$ cat src/rtl/rom_seq_pkg.sv
// Shared types for the ROM read sequencer: the burst-control FSM state.
package rom_seq_pkg;

    typedef enum logic [1:0] {
        IDLE  = 2'd0,
        RUN   = 2'd1,
        DRAIN = 2'd2
    } seq_state_t;

endpackage : rom_seq_pkg

$ cat src/rtl/rom_seq_out_reg.sv
// Output register with valid/ready handshake for the ROM read sequencer.
// Holds one word. A new word may be loaded whenever the register is empty or
// its current word is being taken in the same cycle.
module rom_seq_out_reg #(
    parameter int WIDTH = 5
) (
    input  logic             clk,
    input  logic             rst,
    input  logic             load,
    input  logic [WIDTH-1:0] load_data,
    input  logic             out_ready,
    output logic [WIDTH-1:0] out_data,
    output logic             out_valid,
    output logic             accept
);

    // The register can take a new word when empty or when being emptied this cycle.
    assign accept = !out_valid || out_ready;

    // Load a new word, or retire the held word once the consumer takes it.
    always_ff @(posedge clk) begin
        if (rst) begin
            // NOTE: out_data is a single visible register, so it is reset to a known zero.
            out_data  <= '0;
            out_valid <= 1'b0;
        end else if (load) begin
            out_data  <= load_data;
            out_valid <= 1'b1;
        end else if (out_ready) begin
            out_valid <= 1'b0;
        end
    end

endmodule : rom_seq_out_reg

$ cat src/rtl/rom_read_sequencer.sv
// ROM read sequencer: reads a burst of words from an asynchronous-read memory
// starting at start_addr (wrapping modulo DEPTH) and streams them out over a
// valid/ready interface. done pulses for one cycle when the burst completes.
// Optional feature: define ROM_SEQ_CHECKSUM_EN to add a `checksum` output, the
// XOR of every word transferred in the burst, valid while done=1.
module rom_read_sequencer #(
    parameter int WIDTH = 5,
    parameter int DEPTH = 4,
    localparam int AW   = $clog2(DEPTH),
    localparam int CW   = AW + 1
) (
    input  logic             clk,
    input  logic             rst,
    input  logic             start,
    input  logic [AW-1:0]    start_addr,
    input  logic [CW-1:0]    count,
    output logic [AW-1:0]    raddr,
    input  logic [WIDTH-1:0] rdata,
    output logic [WIDTH-1:0] out_data,
    output logic             out_valid,
    input  logic             out_ready,
    output logic             busy,
`ifdef ROM_SEQ_CHECKSUM_EN
    output logic [WIDTH-1:0] checksum,
`endif
    output logic             done
);

    import rom_seq_pkg::*;

    localparam logic [CW-1:0] DEPTH_W = CW'(DEPTH);

    seq_state_t    state;
    logic [CW-1:0] remaining;
    logic [CW-1:0] count_sat;
    logic          accept;
    logic          load;

    // Bursts longer than the memory are clipped to one full pass.
    assign count_sat = (count > DEPTH_W) ? DEPTH_W : count;

    // A memory word is captured whenever RUN finds the output register free.
    assign load = (state == RUN) && accept;

    assign busy = (state != IDLE);

    rom_seq_out_reg #(
        .WIDTH (WIDTH)
    ) u_out_reg (
        .clk       (clk),
        .rst       (rst),
        .load      (load),
        .load_data (rdata),
        .out_ready (out_ready),
        .out_data  (out_data),
        .out_valid (out_valid),
        .accept    (accept)
    );

    // Burst control: address generation, word counting and completion pulse.
    always_ff @(posedge clk) begin
        if (rst) begin
            state     <= IDLE;
            raddr     <= '0;
            remaining <= '0;
            done      <= 1'b0;
        end else begin
            // NOTE: done defaults low every cycle so any set below lasts exactly one cycle.
            done <= 1'b0;
            case (state)
                IDLE: begin
                    if (start) begin
                        if (count == '0) begin
                            done <= 1'b1;
                        end else begin
                            raddr     <= start_addr;
                            remaining <= count_sat;
                            state     <= RUN;
                        end
                    end
                end
                RUN: begin
                    if (accept) begin
                        // AW-bit address wraps naturally since DEPTH is a power of two.
                        raddr     <= raddr + AW'(1);
                        remaining <= remaining - CW'(1);
                        if (remaining == CW'(1)) begin
                            state <= DRAIN;
                        end
                    end
                end
                DRAIN: begin
                    if (out_ready) begin
                        done  <= 1'b1;
                        state <= IDLE;
                    end
                end
                default: state <= IDLE;
            endcase
        end
    end

`ifdef ROM_SEQ_CHECKSUM_EN
    logic xfer;
    assign xfer = out_valid && out_ready;

    // Running XOR of transferred words, restarted by every accepted start.
    always_ff @(posedge clk) begin
        if (rst) begin
            checksum <= '0;
        end else if (state == IDLE && start) begin
            checksum <= '0;
        end else if (xfer) begin
            checksum <= checksum ^ out_data;
        end
    end
`endif

endmodule : rom_read_sequencer

$ cat config.mk
export PLATFORM = sky130hd
export DESIGN_NAME = rom_read_sequencer
export DESIGN_NICKNAME = d
export VERILOG_FILES = /design/src/rtl/rom_seq_pkg.sv /design/src/rtl/rom_seq_out_reg.sv /design/src/rtl/rom_read_sequencer.sv
export SDC_FILE = /design/constraint.sdc
export NUM_CORES = 1
export LEC_CHECK = 0
export CORE_MARGIN = 4
export CORE_UTILIZATION = 40
export DETAILED_ROUTE_END_ITERATION = 10
export PLACE_DENSITY = 0.75
export SYNTH_ARGS = -nofsm -noshare
export SYNTH_HDL_FRONTEND = slang
export SYNTH_HIERARCHICAL = 1
export SYNTH_SLANG_ARGS = --single-unit
$ cat constraint.sdc
create_clock -name clk -period 1.5 [get_ports clk]
set_input_delay 0.15 -clock clk [delete_from_list [all_inputs] [get_ports clk]]
set_output_delay 0.15 -clock clk [all_outputs]
set_load 0.01 [all_outputs]
==> impl_results.md, run 1 <==
- Clock transition time at the flip-flop clock pins of the worst setup and hold paths: 80 ps
- Number of distinct standard cells referenced by the synthesized netlist: 30
- Mapped Area: 741 um2
- Max clock buf depth: 2
- Total setup buffers inserted after CTS: 0
- Total number of clock tree sinks: 14
- Utilization after layout: 61.1%
- Relative area change from synthesis to final layout: 44.1%
- Library cell with the highest instance count after synthesis: sky130_fd_sc_hd__dfxtp_1
- Cts repair resizes: 2
- Number of synthesized register bits: 14
- Total Die Area: 2600 um2
- Total negative slack for setup checks: 0 ps
- Critical-path cell list: clkdlybuf4s50_1
- Initial detailed-routing violation count: 13
- Total wire length after detailed routing: around 1.6 mm
- Sequential area share after synthesis: roughly 38%
- Placed Area: between 1000 and 1500 um2
- Result of the run: completed
- Fraction of synthesized area in multiplexers: 9.46%
- Footprint of the multi-input gates: roughly 400 um2
- Classification of the worst-slack hold path: in -> reg
- Die W: 51.0 um
- Via count of the first global-routing pass: 646
- Setup slack of the critical path after layout: 126 ps
- Quantity of hold-fixing buffers added after cts: 0
- Crit path capture type: primary output
- Largest net degree at the start of global routing: 9
- Sequential cell area: 282 um2
- List of most frequent post-synthesis cells: sky130_fd_sc_hd__dfxtp_1, sky130_fd_sc_hd__nor2_1, sky130_fd_sc_hd__mux2i_1, sky130_fd_sc_hd__a21oi_1
- Required arrival time at the worst endpoint: approximately 1400 ps
- Cell with the largest stage delay on the worst path: sky130_fd_sc_hd__clkdlybuf4s50_1
- Clock Power Share: 27.8%
- Y dimension of the die: 51.0 um
- Boundary Pins: 24
- Share of final-layout standard cells stronger than drive strength 1: a little under a fifth
- Library cell occupying the most area in the post-synthesis netlist: sky130_fd_sc_hd__dfxtp_1
- Clk root buf: sky130_fd_sc_hd__clkbuf_4
- Final Hold Slack: slightly below 500 ps
- Final count of negative-setup-slack endpoints: 0
- Adder-Cell Fraction of Synth Area: under 10%
- Via density per instance: 4.85
- Yosys Warn Count: 6
- Final #Nets: 128
- Final min period: 1370 ps
- Maximum cell stage delay along the critical path: 560 ps
- Share of total power in sequential cells: 44.4%
- Total buffers and inverters traversed by the critical path: 1
- DP Worst Slack: -125 ps
- Slew Limit Fails: 0
- Worst setup SP type: flip-flop
- Highest clock rate: 728 MHz
- DPL Wire Length: 1.26 mm
- Worst-skew pair later-pin latency: 270 ps
- Worst slew pin tran: about 420 ps
- Mean area per synthesized cell: 9.50 um2
- Design area: 1070 um2
- CTS tree: built
- Area share of the leading cell type in the synthesized netlist: 37.8%
- Count of flip-flops with a built-in enable after synthesis: 0
- Wire length of the first global-routing pass: 2.74 mm
- Skew final: 2.37 ps
- Unrepaired setup endpoints after global routing: no
- Total track usage: 13.7%
- DRT Pass-1 Iters: 4
- Maximum level of the CTS H-tree: 1
- GRT overflow: 0
- Net Sw Power: 0.000267 W
- Compound-Gate Fraction of Synth Area: between 10% and 20%
- Xor and xnor area share after synthesis: 0%
- Combinational family with the most area after synthesis: simple AND/OR/NAND/NOR gates
- Vias after detailed routing: 659
- Max Cap Violations: 0
- Relative max-transition margin: 71.5%
- Drc violations: 0
- Rows: 15
- Main flop type after synthesis: sky130_fd_sc_hd__dfxtp_1
- Cell count after synthesis: 78
- Fraction of power spent switching nets: 27.5%
- Critical path type: reg -> out
- Leading post-synthesis cells by cell area: sky130_fd_sc_hd__dfxtp_1, sky130_fd_sc_hd__mux2i_1, sky130_fd_sc_hd__nor2_1
- Post-synthesis share of cell area spent on and, or, nand and nor gates: 27.2%
- Fill cells: 174
- Kind of cell with the highest combined delay on the critical path: buffers and inverters
- Mapped Nets: 94
- Static power due to leakage: 0.419 nW
- Portion of total power attributed to combinational logic: about 28%
- Post-detailed-route count of antenna-violating nets: 0
- IO Port Bufs: 23
- Final Hold Viols: 0
- Ant. Diodes: 0
- Cts bufs inserted: 3
- Fin crit share: 91.6%
- Largest fanout on the critical path: 4
- Internal cell power: 0.000704 W
- Std-Cell Core Area: around 1700 um2
- Average detailed-routed wire length per instance: 11.6 um
- Antenna violations before repair: 0
- Effective utilization at floorplan: 42.4%
- Power per standard cell area: 909 nW/um2
- Maximum vdd drop: 518 uV
- Gpl congestion: 0.792
- Arrival time at the worst endpoint: about 1200 ps
- Post-synth ARST share: 0%
power by group through the flow:
stage                     clock, W  sequential [W]  combinational, W
after global routing      0.000307        0.000437          0.000297
final                     0.000270        0.000431          0.000270
after detailed placement         0        0.000438          0.000273
after CTS                 0.000284        0.000431          0.000272
after floorplan                  0        0.000442          0.000148
after global placement           0        0.000438          0.000268
layout make-up:
class / instances / share of cell area [%]
timing repair buffer: 33 / 28.5
inverter: 4 / 1.41
tap: 25 / 2.93
sequential: 14 / 26.4
multi-input combinational: 56 / 37.4
clock buffer: 4 / 3.40
metrics by stage:
| step | power, W | std cells |
|---|---|---|
| 2_1_floorplan | 0.000590 | 78 |
| 3_3_place_gp | 0.000705 | 132 |
| 3_5_place_dp | 0.000711 | 132 |
| 4_1_cts | 0.000988 | 136 |
| 5_1_grt | 0.00104 | 136 |
| 6_report | 0.000970 | 136 |
state kept, by name, summed over array words and instances, names as in the netlist:
register	count
remaining	3
raddr	2
u_out_reg/out_data	5
state	2
done	1
u_out_reg/out_valid	1
cell families (layout without fill, tap and decap cells):
logic type,count (synthesis),count (layout)
AND/OR/NAND/NOR,31,31
AO/OA/AOI/OAI,16,16
flip-flops,14,14
buffers and inverters,8,41
multiplexers,7,7
adder cells (fa/ha/maj),2,2
worst paths after layout:
kind / startpoint / to / slack (ps) / cells after the start
max reg2reg: state[0] / remaining[2] / 140 / 5
max: raddr[0] / raddr[0] / 130 / 1
min reg2reg: state[0] / done / 490 / 1
min: rdata[4] / u_out_reg/out_data[4] / 480 / 3
routing by layer:
layer	track usage, %	vias up	wire, um
met1	17.2	309	724
li1	-	337	-
met3	2.33	2	56
met2	22.5	11	787
met4	6.73	0	15
met5	0	-	0
cell usage in the layout (no fill, tap or decap), types with 3 or more instances in the layout:
cell	Yosys	final
sky130_fd_sc_hd__clkdlybuf4s50_1	0	22
sky130_fd_sc_hd__dfxtp_1	14	13
sky130_fd_sc_hd__buf_4	0	10
sky130_fd_sc_hd__nor2_1	9	9
sky130_fd_sc_hd__mux2i_1	7	7
sky130_fd_sc_hd__a21oi_1	5	5
sky130_fd_sc_hd__inv_1	4	4
sky130_fd_sc_hd__a211oi_1	4	4
sky130_fd_sc_hd__o21ai_0	3	3
sky130_fd_sc_hd__clkbuf_4	0	3
Power figures use the tool's default switching activity.
==> inputs of run 2 (changes only) <==
- REMOVE_ABC_BUFFERS: not set -> 1
==> impl_results.md, run 2 (synthesized netlist as in run 1, its figures left out) <==
- Average detailed-routed wire length per instance: 11.2 um (-3.4%)
- Endpoint of the worst hold path: u_out_reg/out_data[4]
- Total Die Area: 2600 um2 (unchanged)
- Maximum cell stage delay along the critical path: 560 ps (about the same)
- Final count of negative-setup-slack endpoints: 0 (unchanged)
- Classification of the worst-slack hold path: in -> reg
- Critical path type: reg -> out
- Drc violations: 0 (unchanged)
- Launch point of the worst reg-to-reg path: state[0]
- Effective utilization at floorplan: 42.4% (unchanged)
- Arrival time at the worst endpoint: 1230 ps (about the same)
- Total buffers and inverters traversed by the critical path: 1 (unchanged)
- Cell depth of the worst hold path: 3 (unchanged)
- Total setup buffers inserted after CTS: 0 (unchanged)
- Placed cells: 132 (unchanged)
- Fin cells: 136 (unchanged)
- Skew final: 2.40 ps (+0.0376 ps)
- Total wire length after detailed routing: 1.53 mm (-3.4%)
- Post-detailed-route count of antenna-violating nets: 0 (unchanged)
- Antenna violations before repair: 0 (unchanged)
- Fin crit share: 92.0% (+0.40 points)
- Wire length of the first global-routing pass: 2.59 mm (-5.3%)
- Final min period: 1380 ps (+6.01 ps)
- Worst-skew pair later-pin latency: 280 ps (about the same)
- Die W: 51.0 um (unchanged)
- Clock transition time at the flip-flop clock pins of the worst setup and hold paths: 80 ps (about the same)
- Relative max-transition margin: 72.4% (+0.84 points)
- Most common cell after layout, fill and taps aside: sky130_fd_sc_hd__clkdlybuf4s50_1
- Std-Cell Core Area: 1750 um2 (unchanged)
- Utilization after layout: 61.1% (unchanged)
- Largest fanout on the critical path: 4 (unchanged)
- Unrepaired setup endpoints after global routing: no
- Static power due to leakage: 0.419 nW (about the same)
- Max clock buf depth: 2 (unchanged)
- Ant. Diodes: 0 (unchanged)
- Maximum vdd drop: 543 uV (+4.8%)
- IO Port Bufs: 23 (unchanged)
- Rows: 15 (unchanged)
- Worst slew pin tran: 403 ps (-12.2 ps)
- Total number of clock tree sinks: 14 (unchanged)
- Worst setup SP type: flip-flop
- DPL Wire Length: 1.22 mm (-3.6%)
- Result of the run: completed
- Critical R2R Capture: remaining[2]
- DP Worst Slack: -129 ps (-3.38 ps)
- Power per standard cell area: 905 nW/um2 (-0.45%)
- Placed Area: 1030 um2 (unchanged)
- Gpl congestion: 0.707 (-11%)
- Vias after detailed routing: 668 (+1.4%)
- Required arrival time at the worst endpoint: 1350 ps (about the same)
- Initial detailed-routing violation count: 10 (-3)
- Largest net degree at the start of global routing: 15 (+6)
- Registers with the most flip-flops: u_out_reg/out_data x5, remaining x3
- Crit path capture type: primary output
- Maximum level of the CTS H-tree: 1 (unchanged)
- Boundary Pins: 24 (unchanged)
- Final Hold Viols: 0 (unchanged)
- Register with the highest flop count: u_out_reg/out_data
- Slew Limit Fails: 0 (unchanged)
- Hold wc startpoint: rdata[4]
- Setup slack of the critical path after layout: 120 ps (-6.01 ps)
- GRT overflow: 0 (unchanged)
- Most frequent cells in the layout: sky130_fd_sc_hd__clkdlybuf4s50_1, sky130_fd_sc_hd__dfxtp_1, sky130_fd_sc_hd__buf_4
- Kind of cell with the highest combined delay on the critical path: buffers and inverters
- Cell with the largest stage delay on the worst path: sky130_fd_sc_hd__clkdlybuf4s50_1
- Relative area change from synthesis to final layout: 44.1% (unchanged)
- Logic depth of the worst register-to-register path: 5 (unchanged)
- DRT Pass-1 Iters: 4 (unchanged)
- Cts bufs inserted: 3 (unchanged)
- Design area: 1070 um2 (unchanged)
- Total track usage: 13.6% (-0.14 points)
- Flip-flop count of the largest register after layout: 5 (unchanged)
- Final #Nets: 128 (unchanged)
- CTS tree: built
- Highest clock rate: 725 MHz (-0.44%)
- Via density per instance: 4.91 (+1.4%)
- Critical-path cell list: clkdlybuf4s50_1
- Slack of the worst reg-to-reg path: 130 ps (about the same)
- Y dimension of the die: 51.0 um (unchanged)
- Clk root buf: sky130_fd_sc_hd__clkbuf_4
- Share of final-layout standard cells stronger than drive strength 1: 18.9% (unchanged)
- Max Cap Violations: 0 (unchanged)
- Via count of the first global-routing pass: 630 (-2.5%)
[run 2: cell counts in the layout (fill, tap and decap cells not counted)]
Identical to the previous run, type by type.
[run 2: routing by layer]
| layer | vias up | GRT usage, % | wire [um] |
|---|---|---|---|
| met5 | - | 0 | 0 |
| met4 | 0 | 9.42 | 32 |
| li1 | 342 | - | - |
| met2 | 18 | 20.8 | 722 |
| met3 | 4 | 3.50 | 92 |
| met1 | 304 | 16.4 | 682 |
[run 2: cell type report]
class,count,area [um2]
inverters,4,15.0
well taps,25,31.3
multi-input cells,56,399
clock buffers,4,36.3
fillers,163,678
repair buffers,33,304
flip-flops and latches,14,282
[run 2: worst max-delay path by stage]
stage,start,to,cells past startpoint
3_5_place_dp,out_ready,remaining[1],6
4_1_cts,raddr[0],raddr[0],1
3_3_place_gp,out_ready,remaining[1],6
6_report,raddr[0],raddr[0],1
2_1_floorplan,state[0],remaining[2],4
5_1_grt,state[0],remaining[2],5
[run 2: report_power, final]
group	internal, W	total (W)	switching, W
logic	0.000152	0.000270	0.000118
clock network	0.000148	0.000266	0.000118
registers	0.000405	0.000430	0.0000248
total	0.000705	0.000966	0.000261
[run 2: repair_timing]
| action | 4_1_cts | 5_1_grt |
|---|---|---|
| setup endpoints to repair | 1 | 0 |
| resized for setup | 2 | 0 |
| hold buffers | 0 | 0 |
[run 2: metrics by stage]
step           total power [W]  TNS (ps)  hold slack [ps]
6_report              0.000966         0              490
5_1_grt                0.00103         0              494
4_1_cts               0.000983         0              482
3_5_place_dp          0.000712      -511              489
3_3_place_gp          0.000706      -351              474
2_1_floorplan         0.000572         0              219
